<file path="src/rtl/noc_route_sched_pkg.sv">
// Shared types and default sizing for the NI initiator route scheduler.
// The outstanding counter width is derived from the largest supported in-flight limit.
package noc_route_sched_pkg;

  localparam int DEF_PATH_W          = 7;
  localparam int DEF_TGT_W           = 4;
  localparam int DEF_MAX_OUTSTANDING = 4;
  localparam int OUTSTANDING_LIMIT   = 15;

  function automatic int cnt_w_for(input int max_out);
    return $clog2(max_out + 1);
  endfunction

  localparam int DEF_CNT_W = cnt_w_for(OUTSTANDING_LIMIT);

  typedef enum logic [2:0] {
    ST_IDLE   = 3'd0,
    ST_DECODE = 3'd1,
    ST_WAIT   = 3'd2,
    ST_ISSUE  = 3'd3,
    ST_ERR    = 3'd4
  } state_t;

endpackage

</file>
<file path="src/rtl/outstanding_counter.sv">
// Saturating up/down count of in-flight transactions; a decrement at zero is dropped
// and simultaneous increment/decrement leave the count unchanged.
module outstanding_counter
  import noc_route_sched_pkg::*;
#(
  parameter int MAX   = DEF_MAX_OUTSTANDING,
  parameter int CNT_W = DEF_CNT_W
) (
  input  logic             clk,
  input  logic             rst_n,
  input  logic             inc,
  input  logic             dec,
  output logic [CNT_W-1:0] count,
  output logic             at_max,
  output logic             is_zero
);

  logic dec_eff;

  assign at_max  = (count == CNT_W'(MAX));
  assign is_zero = (count == '0);
  assign dec_eff = dec && !is_zero;

  always_ff @(posedge clk or negedge rst_n) begin
    if (!rst_n) begin
      count <= '0;
    end else if (inc && !dec_eff && !at_max) begin
      count <= count + CNT_W'(1);
    end else if (dec_eff && !inc) begin
      count <= count - CNT_W'(1);
    end
  end

endmodule

</file>
<file path="src/rtl/ni_initiator_route_scheduler.sv">
// Sequences routing-LUT lookups for master requests, issues packetizer headers in order
// per target, and turns decode failures into error-response requests.
module ni_initiator_route_scheduler
  import noc_route_sched_pkg::*;
#(
  parameter int PATH_W          = DEF_PATH_W,
  parameter int TGT_W           = DEF_TGT_W,
  parameter int MAX_OUTSTANDING = DEF_MAX_OUTSTANDING,
  parameter int CNT_W           = DEF_CNT_W
) (
  input  logic              clk,
  input  logic              rst_n,
  input  logic              m_req_valid,
  input  logic [31:0]       m_req_addr,
  output logic              m_req_ready,
  output logic [31:0]       lut_address,
  input  logic [PATH_W-1:0] lut_path,
  input  logic [TGT_W-1:0]  lut_target,
  input  logic              lut_failed,
  output logic              hdr_valid,
  input  logic              hdr_ready,
  output logic [PATH_W-1:0] hdr_path,
  output logic [TGT_W-1:0]  hdr_target,
  output logic [31:0]       hdr_addr,
  input  logic              resp_done,
  output logic              err_valid,
  input  logic              err_ready,
  output logic [CNT_W-1:0]  outstanding,
  output logic              busy
);

  state_t            state;
  logic [31:0]       addr_q;
  logic [PATH_W-1:0] path_q;
  logic [TGT_W-1:0]  tgt_q;
  logic [TGT_W-1:0]  last_tgt_q;
  logic              fail_q;
  logic              at_max;
  logic              is_zero;
  logic              hdr_fire;

  assign lut_address = addr_q;
  assign hdr_addr    = addr_q;
  assign hdr_path    = path_q;
  assign hdr_target  = tgt_q;
  assign hdr_fire    = hdr_valid && hdr_ready;
  assign busy        = (state != ST_IDLE) || !is_zero;

  outstanding_counter #(
    .MAX   (MAX_OUTSTANDING),
    .CNT_W (CNT_W)
  ) u_outstanding (
    .clk     (clk),
    .rst_n   (rst_n),
    .inc     (hdr_fire),
    .dec     (resp_done),
    .count   (outstanding),
    .at_max  (at_max),
    .is_zero (is_zero)
  );

  always_ff @(posedge clk or negedge rst_n) begin
    if (!rst_n) begin
      state       <= ST_IDLE;
      addr_q      <= '0;
      path_q      <= '0;
      tgt_q       <= '0;
      last_tgt_q  <= '0;
      fail_q      <= 1'b0;
      m_req_ready <= 1'b1;
      hdr_valid   <= 1'b0;
      err_valid   <= 1'b0;
    end else begin
      case (state)
        ST_IDLE: begin
          if (m_req_valid) begin
            addr_q      <= m_req_addr;
            m_req_ready <= 1'b0;
            state       <= ST_DECODE;
          end
        end
        ST_DECODE: begin
          path_q <= lut_path;
          tgt_q  <= lut_target;
          fail_q <= lut_failed;
          if (lut_failed) begin
            err_valid <= 1'b1;
            state     <= ST_ERR;
          end else if ((!is_zero && lut_target != last_tgt_q) || at_max) begin
            state <= ST_WAIT;
          end else begin
            hdr_valid <= 1'b1;
            state     <= ST_ISSUE;
          end
        end
        ST_WAIT: begin
          // Judged on the registered count, so a resp_done this cycle opens the gate next cycle.
          if ((tgt_q == last_tgt_q && !at_max) || is_zero) begin
            hdr_valid <= 1'b1;
            state     <= ST_ISSUE;
          end
        end
        ST_ISSUE: begin
          if (hdr_ready) begin
            hdr_valid   <= 1'b0;
            last_tgt_q  <= tgt_q;
            m_req_ready <= 1'b1;
            state       <= ST_IDLE;
          end
        end
        ST_ERR: begin
          // fail_q is always set here; the guard only lets a corrupted state escape.
          if (err_ready || !fail_q) begin
            err_valid   <= 1'b0;
            fail_q      <= 1'b0;
            m_req_ready <= 1'b1;
            state       <= ST_IDLE;
          end
        end
        default: begin
          hdr_valid   <= 1'b0;
          err_valid   <= 1'b0;
          m_req_ready <= 1'b1;
          state       <= ST_IDLE;
        end
      endcase
    end
  end

endmodule

</file>
<file path="config.mk">
export PLATFORM = sky130hd
export DESIGN_NAME = ni_initiator_route_scheduler
export DESIGN_NICKNAME = d
export VERILOG_FILES = /design/src/rtl/noc_route_sched_pkg.sv /design/src/rtl/outstanding_counter.sv /design/src/rtl/ni_initiator_route_scheduler.sv
export SDC_FILE = /design/constraint.sdc
export NUM_CORES = 1
export LEC_CHECK = 0
export ABC_AREA = 1
export CAP_MARGIN = 20
export CORE_MARGIN = 10
export CORE_UTILIZATION = 42
export CTS_CLUSTER_DIAMETER = 40
export DETAILED_ROUTE_END_ITERATION = 16
export HOLD_SLACK_MARGIN = 0.12
export PLACE_DENSITY = 0.81
export SYNTH_ARGS = -nofsm -noshare
export SYNTH_HDL_FRONTEND = slang
export SYNTH_HIERARCHICAL = 1
export SYNTH_SLANG_ARGS = --single-unit
</file>
<file path="constraint.sdc">
create_clock -name clk -period 2.3 [get_ports clk]
set_input_delay 0.575 -clock clk [delete_from_list [all_inputs] [get_ports clk]]
set_output_delay 0.575 -clock clk [all_outputs]
set_load 0.1 [all_outputs]
</file>
==> impl_metrics.py, run 1 <==
metrics = {
    "sta": {
        "grt_setup_unrepaired": "false",
        "worst_pin_slew_ps": 615,
        "fin_crit_ps": 2020,
        "fmax_mhz": 496,
        "setup_viol": 0,
        "holdWs_ps": 240,
        "final_hold_viol_count": 0,
        "slew_headroom_pct": 59.0,
        "finalClockSkew_ps": 10.2,
        "period_share_pct": 87.7,
        "drv_slew": 0,
    },
    "die": {
        "die_x_um": 103,
        "design.portCount": 133,
        "die-area_mm2": 0.0106,
        "num_rows": 30,
        "fp.coreArea_mm2": 0.00672,
        "die-height_um": 103,
        "initial_core_util_pct": 42.9,
    },
    "grt": {
        "grt_max_degree": 33,
        "grt_pass1_wl_um": 12800,
        "grt_pass1_vias": 2562,
        "antenna_found_initial": 0,
        "grt.total_usage_pct": 15.3,
        "grt-ovfl-total": 0,
    },
    "final_layout": {
        "layout_common_cells": "181 x nand2_1, 86 x buf_4, 53 x dfrtp_1",
        "regArea_mm2": 0.00146,
        "final_util_pct": 60.4,
        "layout.nets": 525,
        "drive_above_1_share_pct": 26.4,
        "antenna_cells": 0,
        "fillerInstances": 591,
        "final_common_cell": "nand2_1",
        "area_growth_pct": 40.8,
        "multi_input_area_mm2": 0.00105,
    },
    "clock_network": {
        "cts_max_level": 3,
        "cts.sinks": 58,
        "clk_pin_slew_ps": 70,
        "cts_setup_buffers": 0,
        "cts_hold_buf": 0,
        "clock_path_buffers": 2,
        "cts_tree": "done",
        "cts-root-buf": "clkbuf_8",
        "worstSkewPairLatency_ps": 340,
        "numCtsBuffers": 9,
        "cts_resized": 0,
    },
    "status": {
        "status": "completed",
    },
    "critical_path": {
        "r2r-start": "u_outstanding/count[1]",
        "path_class": "flip-flop to output port",
        "critical_path_buf_inv_count": 2,
        "critPathLaunchType": "flip-flop",
        "r2r-end": "u_outstanding/count[3]",
        "reg2reg_depth": 12,
        "required_ps": 1730,
        "worstPathMaxFanout": 6,
        "path_cells": "nor2_2, nand2_2, inv_2, nand2_1, buf_12",
        "slowest_stage": "dfrtp_1",
        "critical-path-top-delay-family": "flip-flops",
        "end_kind": "output port",
        "r2r_slack_ps": 470,
        "worst_ep_arrival_time_ps": 1440,
        "max_stage_delay_ps": 460,
    },
    "route": {
        "wl_per_cell_um": 14.6,
        "drt-pass1-iter-count": 5,
        "num_vias": 2587,
        "drc": 0,
        "routed_wl_um": 8140,
        "vias_per_cell": 4.64,
        "ant_nets": 0,
        "first_iter_violations": 86,
    },
    "yosys": {
        "synth-seq-cells": 58,
        "seq_area_frac_synth_pct": 50.3,
        "synth_cell_types": 28,
        "synthMuxAreaShare_pct": 0,
        "syn_avg_cell_area_um2": 7.93,
        "synth_top_family_by_area": "simple AND/OR/NAND/NOR gates",
        "synth_adder_area_share_pct": 1.56,
        "syn_area_mm2": 0.00289,
        "synth-compound-area-share_pct": 3.12,
        "yosys_warnings": 6,
        "syn_nets": 417,
        "synth_xor_area_share_pct": 0.607,
        "synthCells": 364,
        "synthSimpleGateAreaFrac_pct": 31.0,
    },
    "placed_design": {
        "routabilityCongestion": 0.804,
        "io_buffer_count": 132,
        "dp_hpwl_um": 6490,
    },
    "run": {
        "drv_cap": 0,
    },
    "worst_hold_path": {
        "min_path_type": "primary input to async pin",
    },
}
==> layer usage <==
| metal | global-route usage, % | vias to the layer above | share of wire, % |
|---|---|---|---|
| li1 | - | 1295 | - |
| met2 | 24.3 | 114 | 47 |
| met1 | 18.0 | 1172 | 41 |
| met3 | 6.97 | 6 | 12 |
| met4 | 5.03 | 0 | 0.50 |
| met5 | 0 | - | 0 |
==> registers in the layout, indices dropped and copies added (netlist names) <==
name / cells
last_tgt_q: 4
u_outstanding/count: 4
fail_q: 1
hdr_valid: 1
err_valid: 1
state: 3
hdr_path: 7
hdr_addr: 32
m_req_ready: 1
hdr_target: 4
==> cell usage after synthesis <==
library cell  count  share of area (%)
nand2_1         181                 24
dfrtp_1          57                 49
buf_4            32                8.3
inv_1            23                3.0
nor2_1           13                1.7
nand3_1          12                2.1
buf_2             7                1.2
a21oi_1           5               0.87
inv_2             5               0.65
nand2_2           4               0.87
o21ai_0           4               0.69
o21ai_1           3               0.52
ha_1              2               0.87
nor2_2            2               0.43
a21o_1            1               0.26
a21oi_2           1               0.30
a31oi_1           1               0.22
clkbuf_1          1               0.13
dfstp_2           1               0.91
fa_1              1               0.69
nand3_4           1               0.61
nand3b_4          1               0.69
nor2_4            1               0.39
nor3_1            1               0.17
nor3_4            1               0.56
o31ai_1           1               0.26
xnor2_1           1               0.30
xor2_1            1               0.30
==> cell type report <==
type                       instances  share of cell area [%]
sequential                        58                    35.9
timing repair buffer             137                    28.8
tap                               80                    2.46
clock buffer                      10                    3.39
clock inverter                     6                    1.02
multi-input combinational        238                    25.8
inverter                          28                    2.59
==> worst max path at each step <==
stage                           startpoint                     end  slack, ps  cells after the start
detailed placement               hdr_ready  u_outstanding/count[3]        -20                     12
finish                            state[1]                    busy        280                      5
global route                     hdr_ready  u_outstanding/count[3]        160                     12
global placement                 hdr_ready  u_outstanding/count[3]         70                     12
CTS                               state[1]                    busy        250                      5
floorplan           u_outstanding/count[1]                    busy         90                      4
==> kinds of logic after synthesis <==
kind of cell    count (synthesis)
simple gates                  217
fa+ha+maj                       3
flops                          58
compound gates                 16
buf+inv                        68
xor+xnor                        2
==> stage by stage <==
stage / cells / TNS (ps) / area [µm²] / setup WS (ps)
detailed placement: 541 / -23.8 / 3880 / -23.8
floorplan: 364 / 0 / 2890 / 85.5
finish: 557 / 0 / 4060 / 282
global placement: 541 / 0 / 3880 / 66.0
CTS: 557 / 0 / 4060 / 255
global route: 557 / 0 / 4060 / 161
==> worst reg2reg max path: stages, from the launching register on <==
cell and delay, ps:
dfrtp_2 450, nor2_2 150, nand2_2 100, nand2_2 90, nand3_4 120, ha_1 310
nand2_1 70, nand2_1 60, a21o_1 160, nand2_2 70, nand2_1 50, nand2_1 50
nand2_1 40
Power of run 1 is not shown: default switching activity piles up to over one toggle a cycle in this logic, so the estimate is an artifact.
==> run 2: changes to the inputs <==
--- a/config.mk
+++ b/config.mk
@@ -13,6 +13,7 @@
 export DETAILED_ROUTE_END_ITERATION = 16
 export HOLD_SLACK_MARGIN = 0.12
 export PLACE_DENSITY = 0.81
+export SLEW_MARGIN = 15
 export SYNTH_ARGS = -nofsm -noshare
 export SYNTH_HDL_FRONTEND = slang
 export SYNTH_HIERARCHICAL = 1
==> results of run 2 <==
Final layout, timing and power as in run 1 (identical DEF).
Power of run 2 is left out for the same reason.
==> run 3: changes to the inputs <==
--- a/config.mk
+++ b/config.mk
@@ -8,11 +8,11 @@
 export ABC_AREA = 1
 export CAP_MARGIN = 20
 export CORE_MARGIN = 10
-export CORE_UTILIZATION = 42
+export CORE_UTILIZATION = 35
 export CTS_CLUSTER_DIAMETER = 40
 export DETAILED_ROUTE_END_ITERATION = 16
 export HOLD_SLACK_MARGIN = 0.12
-export PLACE_DENSITY = 0.81
+export PLACE_DENSITY = 0.7
 export SLEW_MARGIN = 15
 export SYNTH_ARGS = -nofsm -noshare
 export SYNTH_HDL_FRONTEND = slang
==> impl_metrics.py, run 3 (same netlist as run 1, synthesis figures left out) <==
metrics = {
    "status": {
        "status": "completed",
    },
    "clock_network": {
        "cts_tree": "done",
        "cts-root-buf": "clkbuf_8",
        "cts_setup_buffers": 0,
        "clk_pin_slew_ps": 70,
        "numCtsBuffers": 9,
        "cts.sinks": 58,
        "cts_resized": 0,
        "clock_path_buffers": 2,
        "cts_max_level": 3,
        "worstSkewPairLatency_ps": 340,
        "cts_hold_buf": 0,
    },
    "critical_path": {
        "r2r-end": "u_outstanding/count[3]",
        "reg2reg_depth": 12,
        "required_ps": 1730,
        "path_class": "flip-flop to output port",
        "end_kind": "output port",
        "r2r-start": "u_outstanding/count[1]",
        "worstPathMaxFanout": 5,
        "r2r_slack_ps": 490,
        "critPathLaunchType": "flip-flop",
        "worst_ep_arrival_time_ps": 1450,
    },
    "die": {
        "die_x_um": 111,
        "fp.coreArea_mm2": 0.00813,
        "num_rows": 33,
        "initial_core_util_pct": 35.5,
        "die-area_mm2": 0.0123,
        "die-height_um": 111,
        "design.portCount": 133,
    },
    "route": {
        "ant_nets": 0,
        "routed_wl_um": 8160,
        "num_vias": 2604,
        "drt-pass1-iter-count": 4,
        "first_iter_violations": 112,
        "drc": 0,
        "wl_per_cell_um": 14.0,
        "vias_per_cell": 4.47,
    },
    "sta": {
        "fmax_mhz": 493,
        "worst_pin_slew_ps": 537,
        "final_hold_viol_count": 0,
        "slew_headroom_pct": 64.1,
        "setup_tns_ps": 0,
        "fin_crit_ps": 2030,
        "drv_slew": 0,
        "grt_setup_unrepaired": "false",
        "setup_viol": 0,
        "period_share_pct": 88.1,
        "worst_slack_ps": 273,
        "finalClockSkew_ps": 7.28,
    },
    "final_layout": {
        "layoutNonFillerInstCount": 582,
        "final_common_cell": "nand2_1",
        "layout.nets": 525,
        "area_growth_pct": 43.8,
        "antenna_cells": 0,
        "drive_above_1_share_pct": 26.4,
        "layout_common_cells": "181 x nand2_1, 87 x buf_4, 53 x dfrtp_1",
        "largest_reg_flops": 32,
    },
    "grt": {
        "grt-ovfl-total": 0,
        "grt_max_degree": 33,
        "antenna_found_initial": 0,
        "grt_pass1_wl_um": 13500,
        "grt.total_usage_pct": 13.4,
        "grt_pass1_vias": 2530,
    },
    "run": {
        "drv_cap": 0,
    },
    "placed_design": {
        "preCtsSetupSlack_ps": -8.84,
        "placed_cells": 566,
        "io_buffer_count": 132,
        "dp_hpwl_um": 6450,
        "routabilityCongestion": 0.865,
    },
    "worst_hold_path": {
        "min_path_type": "primary input to async pin",
    },
}
## run 3: cell count changes in the layout (fill, tap and decap cells not counted)
cell / before / now
clkinv_2: 2 / 0
inv_6: 1 / 2
clkinvlp_4: 3 / 0
clkinv_4: 0 / 2
buf_4: 86 / 87
clkbuf_8: 10 / 9
buf_12: 2 / 1
bufinv_16: 0 / 3
## run 3: area by class of cell
type	count	area, µm²
Inverter	28	105
Clock buffer	9	124
Tap cell	105	131
Multi-Input combinational cell	238	1050
Sequential cell	58	1460
Clock inverter	7	125
Timing Repair Buffer	137	1160
Fill cell	758	3980
## run 3: worst max-delay path, stage by stage, from the launching register on
cell and delay (ps):
dfrtp_2 450, nor2_2 150, nand2_2 100, inv_1 120, nand2_1 110, buf_12 180
## run 3: through the flow
step                      area [µm²]  utilization [%]  hold WS [ps]
after floorplan                 2890                -           279
after global placement          3900             48.0           456
after detailed placement        3900             48.0           461
after CTS                       4150             51.0           203
after global routing            4150             51.0           209
final                           4150             51.0           203
## run 3: routing by layer
layer / vias to the layer above / wire (µm) / global-route usage [%]
li1: 1298 / - / -
met1: 1188 / 3630 / 16.4
met2: 112 / 3650 / 20.4
met3: 6 / 808 / 6.66
met4: 0 / 74 / 3.91
met5: - / 0 / 0
## run 3: worst max-delay path by stage
stage                            from                      to  slack [ps]
2_1_floorplan  u_outstanding/count[1]                    busy          90
3_3_place_gp                hdr_ready  u_outstanding/count[3]          60
3_5_place_dp                hdr_ready  u_outstanding/count[3]          -9
4_1_cts                      state[1]                    busy         240
5_1_grt        u_outstanding/count[1]                    busy         160
6_report       u_outstanding/count[1]                    busy         270
Power of run 3 is left out for the same reason.
